`src/rtl/seg7_scan_decoder.sv`:
```
// ---------------------------------------------------------------------------
// seg7_scan_decoder
//
// Watches a time-multiplexed, active-low 7-segment display bus and rebuilds
// the multi-digit value it shows. Each digit dwell has to be stable for
// STABLE_CYCLES samples before it is accepted. The accepted pattern is
// decoded back to a BCD nibble. Once every digit has been seen, the frame
// is published.
//
// Ports:
//   clk          system clock, all state on rising edge
//   rst_n        asynchronous active-low reset
//   seg_n[6:0]   segment lines, active-low, bit0=a .. bit6=g
//   an_n[N-1:0]  anode enables, active-low, an_n[i]=0 selects digit i
//   digits       last complete frame, digit i at [4i+3:4i]
//   digit_err    per-digit invalid-pattern flag of the last frame
//   frame_valid  one-cycle pulse when digits/digit_err update
//   stale        no digit accepted for TIMEOUT_CYCLES, cleared by next frame
// ---------------------------------------------------------------------------
module seg7_scan_decoder #(
  parameter int NUM_DIGITS     = 4,
  parameter int STABLE_CYCLES  = 4,
  parameter int TIMEOUT_CYCLES = 400000
) (
  input  logic                    clk,
  input  logic                    rst_n,
  input  logic [6:0]              seg_n,
  input  logic [NUM_DIGITS-1:0]   an_n,
  output logic [4*NUM_DIGITS-1:0] digits,
  output logic [NUM_DIGITS-1:0]   digit_err,
  output logic                    frame_valid,
  output logic                    stale
);

  localparam int CNT_W = $clog2(STABLE_CYCLES + 1);
  localparam int TO_W  = $clog2(TIMEOUT_CYCLES + 1);

  typedef enum logic {S_COLLECT, S_PUBLISH} state_t;

  // {err, nibble}: blank reads as F without error, unknown patterns as E.
  function automatic logic [4:0] decode_seg(input logic [6:0] s);
    logic [4:0] r;
    case (s)
      7'b1000000: r = 5'h00;
      7'b1111001: r = 5'h01;
      7'b0100100: r = 5'h02;
      7'b0110000: r = 5'h03;
      7'b0011001: r = 5'h04;
      7'b0010010: r = 5'h05;
      7'b0000010: r = 5'h06;
      7'b1111000: r = 5'h07;
      7'b0000000: r = 5'h08;
      7'b0010000: r = 5'h09;
      7'b1111111: r = 5'h0F;
      default:    r = 5'h1E;
    endcase
    return r;
  endfunction

  state_t                    r_state;
  state_t                    w_state_next;
  logic [6:0]                r_seg;
  logic [NUM_DIGITS-1:0]     r_an;
  logic [CNT_W-1:0]          r_cnt;
  logic [CNT_W-1:0]          w_cnt_next;
  logic [NUM_DIGITS-1:0]     r_seen;
  logic [NUM_DIGITS-1:0]     w_seen_next;
  logic [4*NUM_DIGITS-1:0]   r_shadow;
  logic [NUM_DIGITS-1:0]     r_shadow_err;
  logic [TO_W-1:0]           r_to;
  logic [4*NUM_DIGITS-1:0]   r_digits;
  logic [NUM_DIGITS-1:0]     r_digit_err;
  logic                      r_fv;
  logic                      r_stale;

  logic [NUM_DIGITS-1:0]     w_act;
  logic                      w_onehot;
  logic                      w_same;
  logic                      w_accept;
  logic                      w_timeout;
  logic                      w_publish;
  logic [4:0]                w_dec;

  // ---- stage: incoming sample qualification and stability tracking ----
  assign w_act    = ~an_n;
  assign w_onehot = (w_act != '0) &&
                    ((w_act & (w_act - NUM_DIGITS'(1))) == '0);
  assign w_same   = (an_n == r_an) && (seg_n == r_seg);
  // The count reaching STABLE_CYCLES is the one-time accept; saturation
  // keeps a long dwell from accepting again.
  assign w_accept = w_onehot && w_same &&
                    (r_cnt == CNT_W'(STABLE_CYCLES - 1));
  assign w_dec    = decode_seg(seg_n);

  always_comb begin
    w_cnt_next = '0;
    if (!w_onehot)
      w_cnt_next = '0;
    else if (!w_same)
      w_cnt_next = CNT_W'(1);
    else if (r_cnt == CNT_W'(STABLE_CYCLES))
      w_cnt_next = r_cnt;
    else
      w_cnt_next = r_cnt + CNT_W'(1);
  end

  // An accept in the same cycle suppresses the timeout.
  assign w_timeout = !w_accept && (r_to == TO_W'(TIMEOUT_CYCLES - 1));

  // Publish and timeout clear the seen mask first; an accept landing in
  // that same cycle then counts toward the next frame.
  always_comb begin
    w_seen_next = (w_publish || w_timeout) ? '0 : r_seen;
    if (w_accept)
      w_seen_next = w_seen_next | w_act;
  end

  // ---- FSM: state register ----
  always_ff @(posedge clk or negedge rst_n) begin
    if (!rst_n)
      r_state <= S_COLLECT;
    else
      r_state <= w_state_next;
  end

  // ---- FSM: next-state ----
  always_comb begin
    w_state_next = S_COLLECT;
    if (w_accept && (&w_seen_next))
      w_state_next = S_PUBLISH;
  end

  // ---- FSM: outputs ----
  always_comb begin
    w_publish = (r_state == S_PUBLISH);
  end

  // ---- stage: sample, stability, seen mask and timeout registers ----
  always_ff @(posedge clk or negedge rst_n) begin
    if (!rst_n) begin
      r_seg  <= '0;
      r_an   <= '0;
      r_cnt  <= '0;
      r_seen <= '0;
      r_to   <= '0;
    end else begin
      r_seg  <= seg_n;
      r_an   <= an_n;
      r_cnt  <= w_cnt_next;
      r_seen <= w_seen_next;
      if (w_accept)
        r_to <= '0;
      else if (r_to != TO_W'(TIMEOUT_CYCLES))
        r_to <= r_to + TO_W'(1);
    end
  end

  // ---- stage: per-digit shadow capture (latest accept wins) ----
  always_ff @(posedge clk or negedge rst_n) begin
    if (!rst_n) begin
      r_shadow     <= '0;
      r_shadow_err <= '0;
    end else begin
      for (int i = 0; i < NUM_DIGITS; i++) begin
        if (w_accept && w_act[i]) begin
          r_shadow[4*i +: 4] <= w_dec[3:0];
          r_shadow_err[i]    <= w_dec[4];
        end
      end
    end
  end

  // ---- stage: published frame and status ----
  always_ff @(posedge clk or negedge rst_n) begin
    if (!rst_n) begin
      r_digits    <= '1;
      r_digit_err <= '0;
      r_fv        <= 1'b0;
      r_stale     <= 1'b0;
    end else begin
      r_fv <= w_publish;
      if (w_publish) begin
        r_digits    <= r_shadow;
        r_digit_err <= r_shadow_err;
        r_stale     <= 1'b0;
      end else if (w_timeout) begin
        r_stale     <= 1'b1;
      end
    end
  end

  assign digits      = r_digits;
  assign digit_err   = r_digit_err;
  assign frame_valid = r_fv;
  assign stale       = r_stale;

endmodule

```
`config.mk`:
```
export PLATFORM = sky130hd
export DESIGN_NAME = seg7_scan_decoder
export DESIGN_NICKNAME = d
export VERILOG_FILES = /design/src/rtl/seg7_scan_decoder.sv
export SDC_FILE = /design/constraint.sdc
export NUM_CORES = 1
export LEC_CHECK = 0
export BUFFER_PORTS_ARGS = -buffer_cell sky130_fd_sc_hd__buf_2
export CORE_MARGIN = 4
export CORE_UTILIZATION = 35
export DETAILED_ROUTE_END_ITERATION = 10
export GPL_ROUTABILITY_DRIVEN = 0
export GPL_TIMING_DRIVEN = 0
export PLACE_DENSITY = 0.53
export SYNTH_ARGS = -nofsm -noshare
export SYNTH_HDL_FRONTEND = slang
export SYNTH_SLANG_ARGS = --single-unit
```
`constraint.sdc`:
```
create_clock -name clk -period 2 [get_ports clk]
set_input_delay 0.2 -clock clk [delete_from_list [all_inputs] [get_ports clk]]
set_output_delay 0.2 -clock clk [all_outputs]
set_load 0.01 [all_outputs]
```
* After elaboration in Yosys (flattened, before gate mapping)
Cells that the tools add are included.
** Word-level totals
- Logic and storage cells :: 70
- Bits in registers :: 80
** Cells by class
- Reduce and logical (&&, ||, !) cells :: 18
- Add/subtract/negate cells :: 3
- Multiplexer cells :: 11
- Equality and inequality tests :: 17
- Bitwise gates (word level) :: 3
** Operators with widths (number)
- one-hot mux 5 bit (11 select lines) :: 1
- 2-to-1 mux 19 bit :: 2
- equality test 7 bit, second input constant :: 4
- equality test 7 x 5 -> 1 bit, second input constant :: 3
- adder 19 x 1 -> 19 bit, second input constant :: 1
- equality test 19 bit, second input constant :: 1
- inequality test 19 bit, second input constant :: 1
- equality test 7 x 6 -> 1 bit, second input constant :: 2
- logical AND 1 bit :: 10
- 2-to-1 mux 3 bit :: 3
- 2-to-1 mux 4 bit :: 2
- equality test 7 x 2 -> 1 bit, second input constant :: 1
- equality test 7 bit :: 1
- zero test 7 bit :: 1
- bitwise AND 4 bit :: 1
- equality test 4 bit :: 1
- zero test 4 bit :: 1
- inverter 4 bit :: 1
- OR 4 bit :: 1
- AND reduction 4 bit :: 1
- nonzero test 2 bit :: 2
- nonzero test 4 bit :: 1
- subtractor 4 x 1 -> 4 bit, second input constant :: 1
- adder 3 x 1 -> 3 bit, second input constant :: 1
- 6 further kinds :: 8

* Longest topological paths before layout
- Depth in word-level cells :: 16
- Gate-level depth with buffers :: 7
- Mapped depth without buffers :: 6

* Worst setup path after synthesis
OpenSTA, ideal clock, no wires.
- Kind :: input port to flip-flop
- Start :: in seg_n[5]
- End :: reg r_shadow[0]
- Stages :: 7
- Data arrival time :: 1.714 ns
- Path slack :: 0.161 ns
- Path through :: clkbuf_1 -> xnor2_1 -> nand4_1 -> nor4b_4 -> and3_1 -> buf_6 -> mux2_4
** Between the ends
- Word-level cells in the longest chain between the ends :: 5
- Elaborated cells between the ends (all ways) :: 17
- Those cells by class :: eq/ne (11); mux (1); reduce/logical (5)
** RTL lines
- start, declared :: line 27 : input logic [6:0] seg_n,
- branches (longest 5 deep; another with one-hot mux 5 bit (11 select lines))
- end signal, assigned by index :: line 166 : r_shadow[4*i +: 4] <= w_dec[3:0];
- end, declared :: line 68 : logic [4*NUM_DIGITS-1:0] r_shadow;
Parallel ways; which one is timed is not known.
A chain may end at the register's enable or synchronous reset.

* Worst setup path after layout
- Start :: reg r_an[2]
- End :: reg r_shadow[5]
** Between the ends
- Word-level cells in the longest chain between the ends :: 5
** RTL lines
- start, declared :: line 63 : logic [NUM_DIGITS-1:0] r_an;
- start signal, assigned :: line 148 : r_an <= an_n;
- equality test 4 bit :: line 88 : assign w_same = (an_n == r_an) && (seg_n == r_seg);
- logical AND 1 bit :: line 88
- logical AND 1 bit (2 in series) :: line 91 : assign w_accept = w_onehot && w_same &&
- logical AND 1 bit :: line 165 : if (w_accept && w_act[i]) begin
No other way between the ends.

==> results.md <==
* Run status: finished clean
* Grt ovf at 0
* Worst EP arrival at 2.18 ns
* Ports at 35
* Pre-CTS setup slack at -0.229 ns
* Layout cell share with drive strength beyond 1 at 0.380
* Reg clk slew, reported paths at 0.08 ns
* CTS tree: built
* R2r startpoint: r_an[2]
* Slew Limit Fails at 0
* Hpwl dp at 5030 um
* Crit-path max FO at 6
* Largest stage delay, worst path at 0.43 ns
* Min-delay worst type: in2reg
* Worst slew margin at 0.602
* WL/cell at 14.3 um
* Die X at 112 um
* # fillers at 993
* Vias per cell at 4.90
* Final min period at 1.94 ns
* Clk Latency, worst-skew pair at 0.35 ns
* FF-to-FF setup slack at 0.06 ns
* Syn. warnings at 0
* Die H at 112 um
* Final setup fails at 0
* Vias at 2459
* Commonest register cell after synthesis: dfrtp_1
* Synthesized area per cell at 12.4 sq um
* # DRC at 0
* Clk root buf: clkbuf_8
* Pwr Density at 671 nW/um^2
* Cts bufs inserted at 9
* Final Cycle Share at 0.972
* CTS HTree Levels at 3
* Crit Reg-Reg Endpoint: r_shadow[5]
* Final WL at 7170 um
* Largest net degree at the start of global routing at 47
* Leak Pwr at 2.09 nW
* Worst Hold End: r_an[0]
* GRT Resource Usage Total at 0.123
* Rows at 37
* Post-synthesis cell area at 3780 sq um
* Wire length of the first global-routing pass at 12500 um
* Worst-Margin Slew at 0.591 ns
* Type of origin of the critical path: register
* Crit path buffers/inverters at 1
* Highest clock rate at 514 MHz
* DR iter-0 viols at 60
* Syn-to-layout area delta at 19.8%
* Cells after synthesis at 305
* CTS sink cnt at 80
* Sequential area share after synthesis at 0.535
* Diode count at 0
* Setup CP Type: reg2reg
* TritonRoute pass-1 iters at 4
* Commonest non-fill, non-tap cell in the layout: dfrtp_1
* CP Cell Sequence: xnor2_2 > nand4_1 > nor4b_4 > and3_1 > buf_6 > mux2_4
* Number of flops mapped to enable cells by yosys at 0
* Antenna violations before repair at 0
* Cells after DPL at 476
* Nets at 379
* Hold path start: an_n[0]
* Most frequent cells in the layout: dfrtp_1, buf_2, nor2_1, mux2_4, mux2_2
* Critical-path top delay cell: nor4b_4
* Final setup margin at 0.0552 ns
* Full die area at 12500 sq um
* Worst VDD drop at 0.408 mV
* Worst EP required at 2.24 ns
* Initial Util at 0.363
* Vias in the first global route at 2522
* Post-route ant nets at 0
* Max-cap violations at 0
* CP Capture Type: register
* Synth Register Bits at 80
* Ys async rst share at 1.00
* Clock skew at 0.00746 ns
* Syn Nets at 323
* Fin cells at 502
* Longest Clk Path Bufs at 2
* Min Hold Slack at 0.0426 ns
* Final hold viol count at 0
* Reg2reg path depth at 6
* RSZ-0062 raised after global routing: yes
* Core Area at 10400 sq um
* Min-Delay Path Depth at 1
* Yosys cell types at 42
* Critical path's top delay family: simple AND/OR/NAND/NOR gates
* Port bufs at 34
## timing repair
action | 4_1_cts | 5_1_grt
endpoints found under the setup margin | 24 | 39
cloned | 0 | 0
hold buffers | 7 | 0
endpoints found under the hold margin | 40 | 0
resized for setup | 1 | 12
setup buffers | 0 | 4
pin swaps | 1 | 9
## metrics by stage
stage / cell area, sq um / utilization / setup TNS [ns] / total power [W]
6_report: 4530 / 0.435 / 0 / 0.00304
2_1_floorplan: 3780 / - / 0 / 0.00175
3_3_place_gp: 4120 / 0.396 / -4.52 / 0.00182
3_5_place_dp: 4150 / 0.399 / -5.24 / 0.00183
4_1_cts: 4430 / 0.425 / 0 / 0.00306
5_1_grt: 4530 / 0.435 / -0.817 / 0.00317
## layer usage
metal | global-route usage | vias to the layer above | wire, um | part of all wire
met2 | 0.199 | 44 | 3450 | 0.48
met1 | 0.160 | 1228 | 3360 | 0.47
met5 | 0 | - | 0 | 0
li1 | - | 1179 | - | -
met4 | 0.0385 | 0 | 76 | 0.011
met3 | 0.0370 | 8 | 288 | 0.040
## flip-flops by register name, indices dropped and copies added (netlist names)
name / count
r_shadow_err: 4
r_cnt: 3
digits: 16
r_seen: 4
frame_valid: 1
r_state: 1
r_shadow: 16
r_an: 4
digit_err: 4
stale: 1
r_seg: 7
r_to: 19
## cells in the mapped netlist (all sizes together) (2+ instances only)
library cell / n / area [sq um]
dfrtp: 64 / 1600
mux2: 40 / 526
nor2: 23 / 86.3
xnor2: 20 / 175
dfstp: 16 / 420
nand3: 13 / 65.1
and3: 12 / 75.1
nand2: 11 / 41.3
xor2: 11 / 96.3
clkbuf: 9 / 33.8
inv: 9 / 33.8
buf: 8 / 65.1
nand4: 7 / 43.8
nor2b: 7 / 43.8
and4: 6 / 52.6
ha: 5 / 62.6
nor3: 5 / 25.0
a21oi: 4 / 20.0
nor4b: 4 / 50.1
o21ba: 4 / 40.0
nand4b: 3 / 26.3
o21ai: 3 / 15.0
and4b: 2 / 20.0
nand2b: 2 / 12.5
o211ai: 2 / 15.0
o22ai: 2 / 12.5
o41ai: 2 / 25.0
## worst max-delay path by stage
stage	startpoint	end	slack, ns	cells past startpoint
3_3_place_gp	seg_n[5]	r_shadow[0]	-0.20	8
5_1_grt	r_an[2]	r_shadow[11]	-0.06	6
3_5_place_dp	seg_n[5]	r_shadow_err[0]	-0.23	8
6_report	r_an[2]	r_shadow[5]	0.06	6
4_1_cts	r_seg[0]	r_shadow_err[0]	0.002	6
2_1_floorplan	seg_n[5]	r_shadow[0]	0.16	7
## cell families after synthesis
| logic type | count (synthesis) | share of synthesized area |
|---|---|---|
| mux | 41 | 0.142 |
| simple gates | 101 | 0.156 |
| xor+xnor | 31 | 0.0718 |
| flops | 80 | 0.535 |
| compound gates | 21 | 0.0443 |
| fa+ha+maj | 5 | 0.0165 |
| buf+inv | 26 | 0.0351 |
## power by group
group	leakage, nW	internal (W)	switching (W)
Combinational	0.992	0.0000787	0.000105
Sequential	0.997	0.00163	0.00000980
Clock	0.103	0.000643	0.000574
## layout make-up
cell class,count,area (sq um),share of cell area
Multi-Input combinational cell,199,1720,0.379
Clock inverter,3,40.0,0.00884
Buffer,16,87.6,0.0193
Timing Repair Buffer,46,300,0.0663
Sequential cell,80,2020,0.446
Inverter,9,33.8,0.00746
Tap cell,136,170,0.0376
Clock buffer,13,159,0.0351
(Power assumes the default switching activity.)
